File: config.mk
export PLATFORM = sky130hd
export DESIGN_NAME = dnn_accel_bank_arbiter
export DESIGN_NICKNAME = d
export VERILOG_FILES = /design/src/rtl/dnn_accel_pkg.sv /design/src/rtl/bank_arb_grant.sv /design/src/rtl/dnn_accel_bank_arbiter.sv
export SDC_FILE = /design/constraint.sdc
export NUM_CORES = 1
export LEC_CHECK = 0
export CAP_MARGIN = 20
export CORE_MARGIN = 8
export CORE_UTILIZATION = 27
export DETAILED_ROUTE_END_ITERATION = 8
export PLACE_DENSITY = 0.89
export SETUP_SLACK_MARGIN = 0.2
export SYNTH_ARGS = -nofsm -noshare
export SYNTH_HDL_FRONTEND = slang
export SYNTH_SLANG_ARGS = --single-unit
export TNS_END_PERCENT = 20
File: constraint.sdc
create_clock -name clk -period 7.25 [get_ports clk]
set_clock_uncertainty 0.05 [all_clocks]
set_input_delay 0.725 -clock clk [delete_from_list [all_inputs] [get_ports clk]]
set_output_delay 0.725 -clock clk [all_outputs]
set_load 0.01 [all_outputs]
File: src/rtl/dnn_accel_pkg.sv
// Shared types and bank geometry for the DNN accelerator bank arbiter.
package dnn_accel_pkg;

    localparam int BANK_ADDR_W = 10;
    localparam int BANK_DATA_W = 32;

    typedef enum logic [1:0] {
        IDLE = 2'd0,
        OWN0 = 2'd1,
        OWN1 = 2'd2
    } arb_state_e;

endpackage

File: src/rtl/bank_arb_grant.sv
// Combinational round-robin grant with a bounded hold for the current owner.
module bank_arb_grant
    import dnn_accel_pkg::*;
#(
    parameter int HOLD_MAX = 4
) (
    input  logic [1:0] state,
    input  logic       last,
    input  logic [3:0] hold_cnt,
    input  logic       req0,
    input  logic       req1,
    output logic       gnt0,
    output logic       gnt1
);

    localparam logic [3:0] HOLD_LIM = 4'(HOLD_MAX);

    // Owner keeps the bank until it stops asking or exhausts its hold while
    // the other master is waiting; from IDLE a tie goes to the non-last master.
    always_comb begin
        gnt0 = 1'b0;
        gnt1 = 1'b0;
        case (state)
            OWN0: begin
                if (req0 && (!req1 || hold_cnt < HOLD_LIM)) gnt0 = 1'b1;
                else if (req1)                              gnt1 = 1'b1;
            end
            OWN1: begin
                if (req1 && (!req0 || hold_cnt < HOLD_LIM)) gnt1 = 1'b1;
                else if (req0)                              gnt0 = 1'b1;
            end
            default: begin
                if (req0 && req1) begin
                    gnt0 = last;
                    gnt1 = ~last;
                end else begin
                    gnt0 = req0;
                    gnt1 = req1;
                end
            end
        endcase
    end

endmodule

File: src/rtl/dnn_accel_bank_arbiter.sv
// Two-master arbiter sharing one single-port bank (1-cycle read latency).
module dnn_accel_bank_arbiter
    import dnn_accel_pkg::*;
#(
    parameter int ADDR_W   = BANK_ADDR_W,
    parameter int DATA_W   = BANK_DATA_W,
    parameter int BE_W     = DATA_W / 8,
    parameter int HOLD_MAX = 4
) (
    input  logic              clk,
    input  logic              reset,
    input  logic [ADDR_W-1:0] m0_address,
    input  logic [BE_W-1:0]   m0_byteenable,
    input  logic              m0_read,
    input  logic              m0_write,
    input  logic [DATA_W-1:0] m0_writedata,
    output logic              m0_waitrequest,
    output logic [DATA_W-1:0] m0_readdata,
    output logic              m0_readdatavalid,
    input  logic [ADDR_W-1:0] m1_address,
    input  logic [BE_W-1:0]   m1_byteenable,
    input  logic              m1_read,
    input  logic              m1_write,
    input  logic [DATA_W-1:0] m1_writedata,
    output logic              m1_waitrequest,
    output logic [DATA_W-1:0] m1_readdata,
    output logic              m1_readdatavalid,
    output logic [ADDR_W-1:0] bank_address,
    output logic [BE_W-1:0]   bank_byteenable,
    output logic              bank_chipselect,
    output logic              bank_write,
    output logic [DATA_W-1:0] bank_writedata,
    output logic              bank_clken,
    input  logic [DATA_W-1:0] bank_readdata
);

    arb_state_e state_q, state_d;
    logic       last_q, last_d;
    logic [3:0] hold_q, hold_d;
    logic       rd_pend_q, rd_pend_d;
    logic       rd_id_q, rd_id_d;

    logic req0, req1, gnt0_raw, gnt1_raw, g0, g1;
    logic owner_again, other_req;

    assign req0 = m0_read | m0_write;
    assign req1 = m1_read | m1_write;

    bank_arb_grant #(.HOLD_MAX(HOLD_MAX)) u_grant (
        .state    (state_q),
        .last     (last_q),
        .hold_cnt (hold_q),
        .req0     (req0),
        .req1     (req1),
        .gnt0     (gnt0_raw),
        .gnt1     (gnt1_raw)
    );

    // Nothing is accepted while reset is held.
    assign g0 = gnt0_raw & ~reset;
    assign g1 = gnt1_raw & ~reset;

    // Next ownership, hold count and read-return bookkeeping.
    always_comb begin
        state_d     = state_q;
        last_d      = last_q;
        hold_d      = hold_q;
        rd_id_d     = rd_id_q;
        owner_again = (state_q == OWN0 && g0) || (state_q == OWN1 && g1);
        other_req   = g0 ? req1 : req0;
        rd_pend_d   = (g0 & m0_read & ~m0_write) | (g1 & m1_read & ~m1_write);
        if (g0 || g1) begin
            state_d = g1 ? OWN1 : OWN0;
            last_d  = g1;
            if (owner_again && other_req)
                hold_d = (hold_q == 4'd15) ? hold_q : hold_q + 4'd1;
            else
                hold_d = 4'd1;
            if (rd_pend_d) rd_id_d = g1;
        end else begin
            state_d = IDLE;
        end
    end

    // State registers; last=1 so m0 wins the first tie.
    always_ff @(posedge clk) begin
        if (reset) begin
            state_q   <= IDLE;
            last_q    <= 1'b1;
            hold_q    <= 4'd0;
            rd_pend_q <= 1'b0;
            rd_id_q   <= 1'b0;
        end else begin
            state_q   <= state_d;
            last_q    <= last_d;
            hold_q    <= hold_d;
            rd_pend_q <= rd_pend_d;
            rd_id_q   <= rd_id_d;
        end
    end

    // Bank mux: m1's fields when it holds the grant, otherwise m0's.
    always_comb begin
        bank_address    = g1 ? m1_address    : m0_address;
        bank_byteenable = g1 ? m1_byteenable : m0_byteenable;
        bank_writedata  = g1 ? m1_writedata  : m0_writedata;
        bank_chipselect = g0 | g1;
        bank_write      = (g0 & m0_write) | (g1 & m1_write);
    end

    assign bank_clken       = 1'b1;
    assign m0_waitrequest   = ~g0;
    assign m1_waitrequest   = ~g1;
    assign m0_readdata      = bank_readdata;
    assign m1_readdata      = bank_readdata;
    assign m0_readdatavalid = rd_pend_q & ~rd_id_q & ~reset;
    assign m1_readdatavalid = rd_pend_q &  rd_id_q & ~reset;

endmodule

==> results.txt <==
----------------------------------------------------
[Hold path]
  Hold Path End ... rd_id_q
  Path class of the lowest-slack min-delay path ... reg2reg
  Min-Delay Path Depth ... 2
  Hold wc startpoint ... rd_id_q

[Clocking]
  Number of setup buffers added after CTS ... 0
  Number of clock sinks seen by CTS ... 9
  Clock-pin slew on the worst setup and hold paths ... 0.05 ns
  Number of hold buffers added after CTS ... 0
  Clock tree from TritonCTS ... built
  Total of cells resized after clock tree synthesis ... 0
  Worst-skew pair later-pin latency ... 0.24 ns
  CTS Buffer Depth ... 2
  Htree depth ... 1
  Clock root buffer ... clkbuf_8
  CTS buffer count ... 3

[Global route]
  Largest net degree at the start of global routing ... 46
  GRT Residual Overflow ... 0
  GRT Total Usage ... 13.5%
  First-pass GRT wire length ... 10.3 mm
  Initial antenna violation count ... 0
  Via count of the first global-routing pass ... 1731

[Detailed routing]
  Antenna-violating nets left ... 0
  Total number of vias ... 1645
  Via density per instance ... 4.69
  Initial DRC count ... 62
  DRC violation count after routing ... 0
  Final routed wire length divided by cell count ... 19.5 um
  TritonRoute pass-1 iters ... 4
  Wire length reported by the detailed router ... 6.84 mm

[Setup path]
  FF-to-FF Start ... state_q[0]
  Category of the critical setup timing path ... in2out
  Reg-to-reg endpoint ... hold_q[2]
  Arrival @ worst endpoint ... 4.16 ns
  Required @ worst endpoint ... 6.47 ns
  Max FO, Critical Path ... 45
  Register-to-register setup slack ... 4.17 ns
  Startpoint type of the worst setup path ... input port
  Reg2reg path depth ... 7
  Type of element capturing the critical path ... primary output

[Synth]
  Area fraction of the dominant cell type after synthesis ... 27.6%
  Mean post-synth cell area ... 9.10 um^2
  Cell types with the largest area share after synthesis ... buf_4, mux2_4, mux2_2
  Distinct cells, synth ... 39
  Count of mapped cells out of synthesis ... 194
  Mapped cell area ... 1770 um^2
  Total nets after synthesis ... 327
  Register area share after synthesis ... 10.2%
  Count of state elements after synthesis ... 9
  Library cell occupying the most area in the post-synthesis netlist ... buf_4
  Synth warnings ... 0

[Flow run]
  Max Cap Viol ... 0

[Floorplanning]
  Core outline area ... 6350 um^2
  Initial standard-cell utilization of the core ... 27.8%
  Die Footprint ... 9380 um^2
  I/O pin count ... 247
  Die Span Y ... 96.9 um
  Die width ... 96.9 um
  Row count ... 29

[Cells and area]
  Synth-to-layout area growth ... 61.2%
  Final #Nets ... 408
  Fillcell total ... 602
  Diodes inserted ... 0
  Fraction of final layout cells with drive strength greater than 1 ... 17.9%
  Finished Core Util ... 44.8%

[STA]
  Final Hold Violating Endpoints ... 0
  Setup violation total in the final timing report ... 0
  FMAX ... 203 MHz
  Shortest clock period the worst path allows after layout ... 4.93 ns
  Crit share post-route ... 68.0%
  Setup_tns ... 0 ns
  RSZ-0062 raised after global routing ... false
  Worst slew margin relative to its limit ... 48.8%
  Transition time at the pin with the least slew margin ... 0.767 ns
  Pins Over Slew Limit ... 0

[Power]
  Peak ir drop on the vdd network ... 0.147 mV
  Cell leakage power ... 1.10 nW
  Pwr dens ... 245 nW/um^2

[Placement]
  Number of buffer cells added on primary ports ... 149
  Final weighted congestion of routability-driven global placement ... 0.821
  Half-perimeter wire length after detailed placement ... 5.80 mm

[Outcome]
  Run status ... completed

----------------------------------------------------
## cell usage in the layout, fill, tap and decap left out, types with 2 or more instances in the layout
cell type / n
mux2_4: 20
clkdlybuf4s50_1: 149
nand2_1: 5
a211oi_1: 2
and3_1: 2
o22a_1: 2
nor2_1: 5
a21o_1: 3
inv_1: 7
o31ai_1: 2
ha_1: 3
mux2_2: 21
dfxtp_1: 9
clkbuf_8: 3
nor2b_1: 2
nand3_1: 2
nor3_1: 6
nor3b_1: 3
o21ai_0: 3
mux2_1: 5
## synthesized netlist by cell type
| master | count |
|---|---|
| o22ai_1 | 1 |
| nand3_1 | 2 |
| conb_1 | 1 |
| nor3_1 | 6 |
| o32ai_1 | 1 |
| or2_4 | 1 |
| o31ai_1 | 2 |
| o2bb2a_1 | 1 |
| o21bai_1 | 1 |
| mux2_1 | 5 |
| or2_2 | 1 |
| nor4_1 | 1 |
| a311oi_4 | 1 |
| a211oi_1 | 2 |
| a31oi_1 | 1 |
| clkbuf_1 | 4 |
| buf_6 | 5 |
| mux2_4 | 20 |
| nor2_1 | 5 |
| dfxtp_1 | 9 |
| and3_1 | 2 |
| buf_4 | 65 |
| nand2_1 | 5 |
| nand4_1 | 1 |
| inv_1 | 7 |
| a221oi_1 | 1 |
| nor4_2 | 1 |
| a21oi_1 | 1 |
| a311o_1 | 1 |
| nor2b_1 | 2 |
| ha_1 | 3 |
| o21ai_0 | 3 |
| o31a_1 | 1 |
| mux2_2 | 21 |
| a211o_1 | 1 |
| o22a_1 | 2 |
| a2bb2oi_1 | 1 |
| nor3b_1 | 3 |
| a21o_1 | 3 |
## cells by family (layout without fill, tap and decap cells)
group	Yosys count	in the layout	synth area share, %
simple gates	30	30	9.36
mux	46	46	33.6
other cells	1	1	0.212
flops	9	9	10.2
compound gates	24	24	11.3
fa+ha+maj	3	3	2.13
buf+inv	81	161	33.2
## registers in the layout, summed over array words and instances (netlist names)
name	flops
hold_q	4
rd_pend_q	1
rd_id_q	1
state_q	2
last_q	1
## area by class of cell
cell class              count  area [um^2]  share of cell area (%)
clock buffers               4         45.0                    1.58
inverters                   7         26.3                   0.923
flip-flops and latches      9          180                    6.33
well taps                  77         96.3                    3.38
repair buffers            150         1500                    52.7
multi-input cells         104         1000                    35.1
## critical path, cell delays in order
cell             delay, ns
clkdlybuf4s50_1       0.46
or2_4                 0.30
a311o_1               0.40
a311oi_4              0.71
buf_4                 0.63
mux2_2                0.42
clkdlybuf4s50_1       0.50
## worst max path at each step
stage / from / endpoint / slack (ns) / cells after the start
floorplan: m0_write / bank_byteenable[2] / 4.02 / 5
global placement: m0_write / bank_byteenable[1] / 2.34 / 7
detailed placement: m0_write / bank_writedata[17] / 2.29 / 7
CTS: m0_write / bank_writedata[17] / 2.28 / 7
global route: m0_read / bank_writedata[17] / 2.16 / 7
finish: m0_write / bank_writedata[17] / 2.32 / 7
## layer usage
metal	wire length (um)	vias up	GRT usage, %	part of all wire (%)
met2	3360	124	24.2	49
met4	38	0	2.25	0.56
li1	-	772	-	-
met1	2660	739	14.3	39
met5	0	-	0	0
met3	781	10	6.33	11
## report_power, final
group | internal (mW) | switching (mW)
sequential | 0.0631 | 0.00989
combinational | 0.336 | 0.229
clock | 0.0384 | 0.0212
total | 0.437 | 0.260
## per-stage QoR
| stage | instance area, um^2 | setup slack (ns) | hold slack (ns) | power [mW] | std cells |
|---|---|---|---|---|---|
| final | 2850 | 2.32 | 0.460 | 0.698 | 351 |
| after global routing | 2850 | 2.16 | 0.495 | 0.739 | 351 |
| after CTS | 2850 | 2.28 | 0.464 | 0.704 | 351 |
| after detailed placement | 2800 | 2.29 | 0.456 | 0.642 | 347 |
| after global placement | 2800 | 2.34 | 0.432 | 0.629 | 347 |
| after floorplan | 1770 | 4.02 | 0.409 | 0.437 | 194 |
Note: power is estimated with default switching activity, not from simulation.
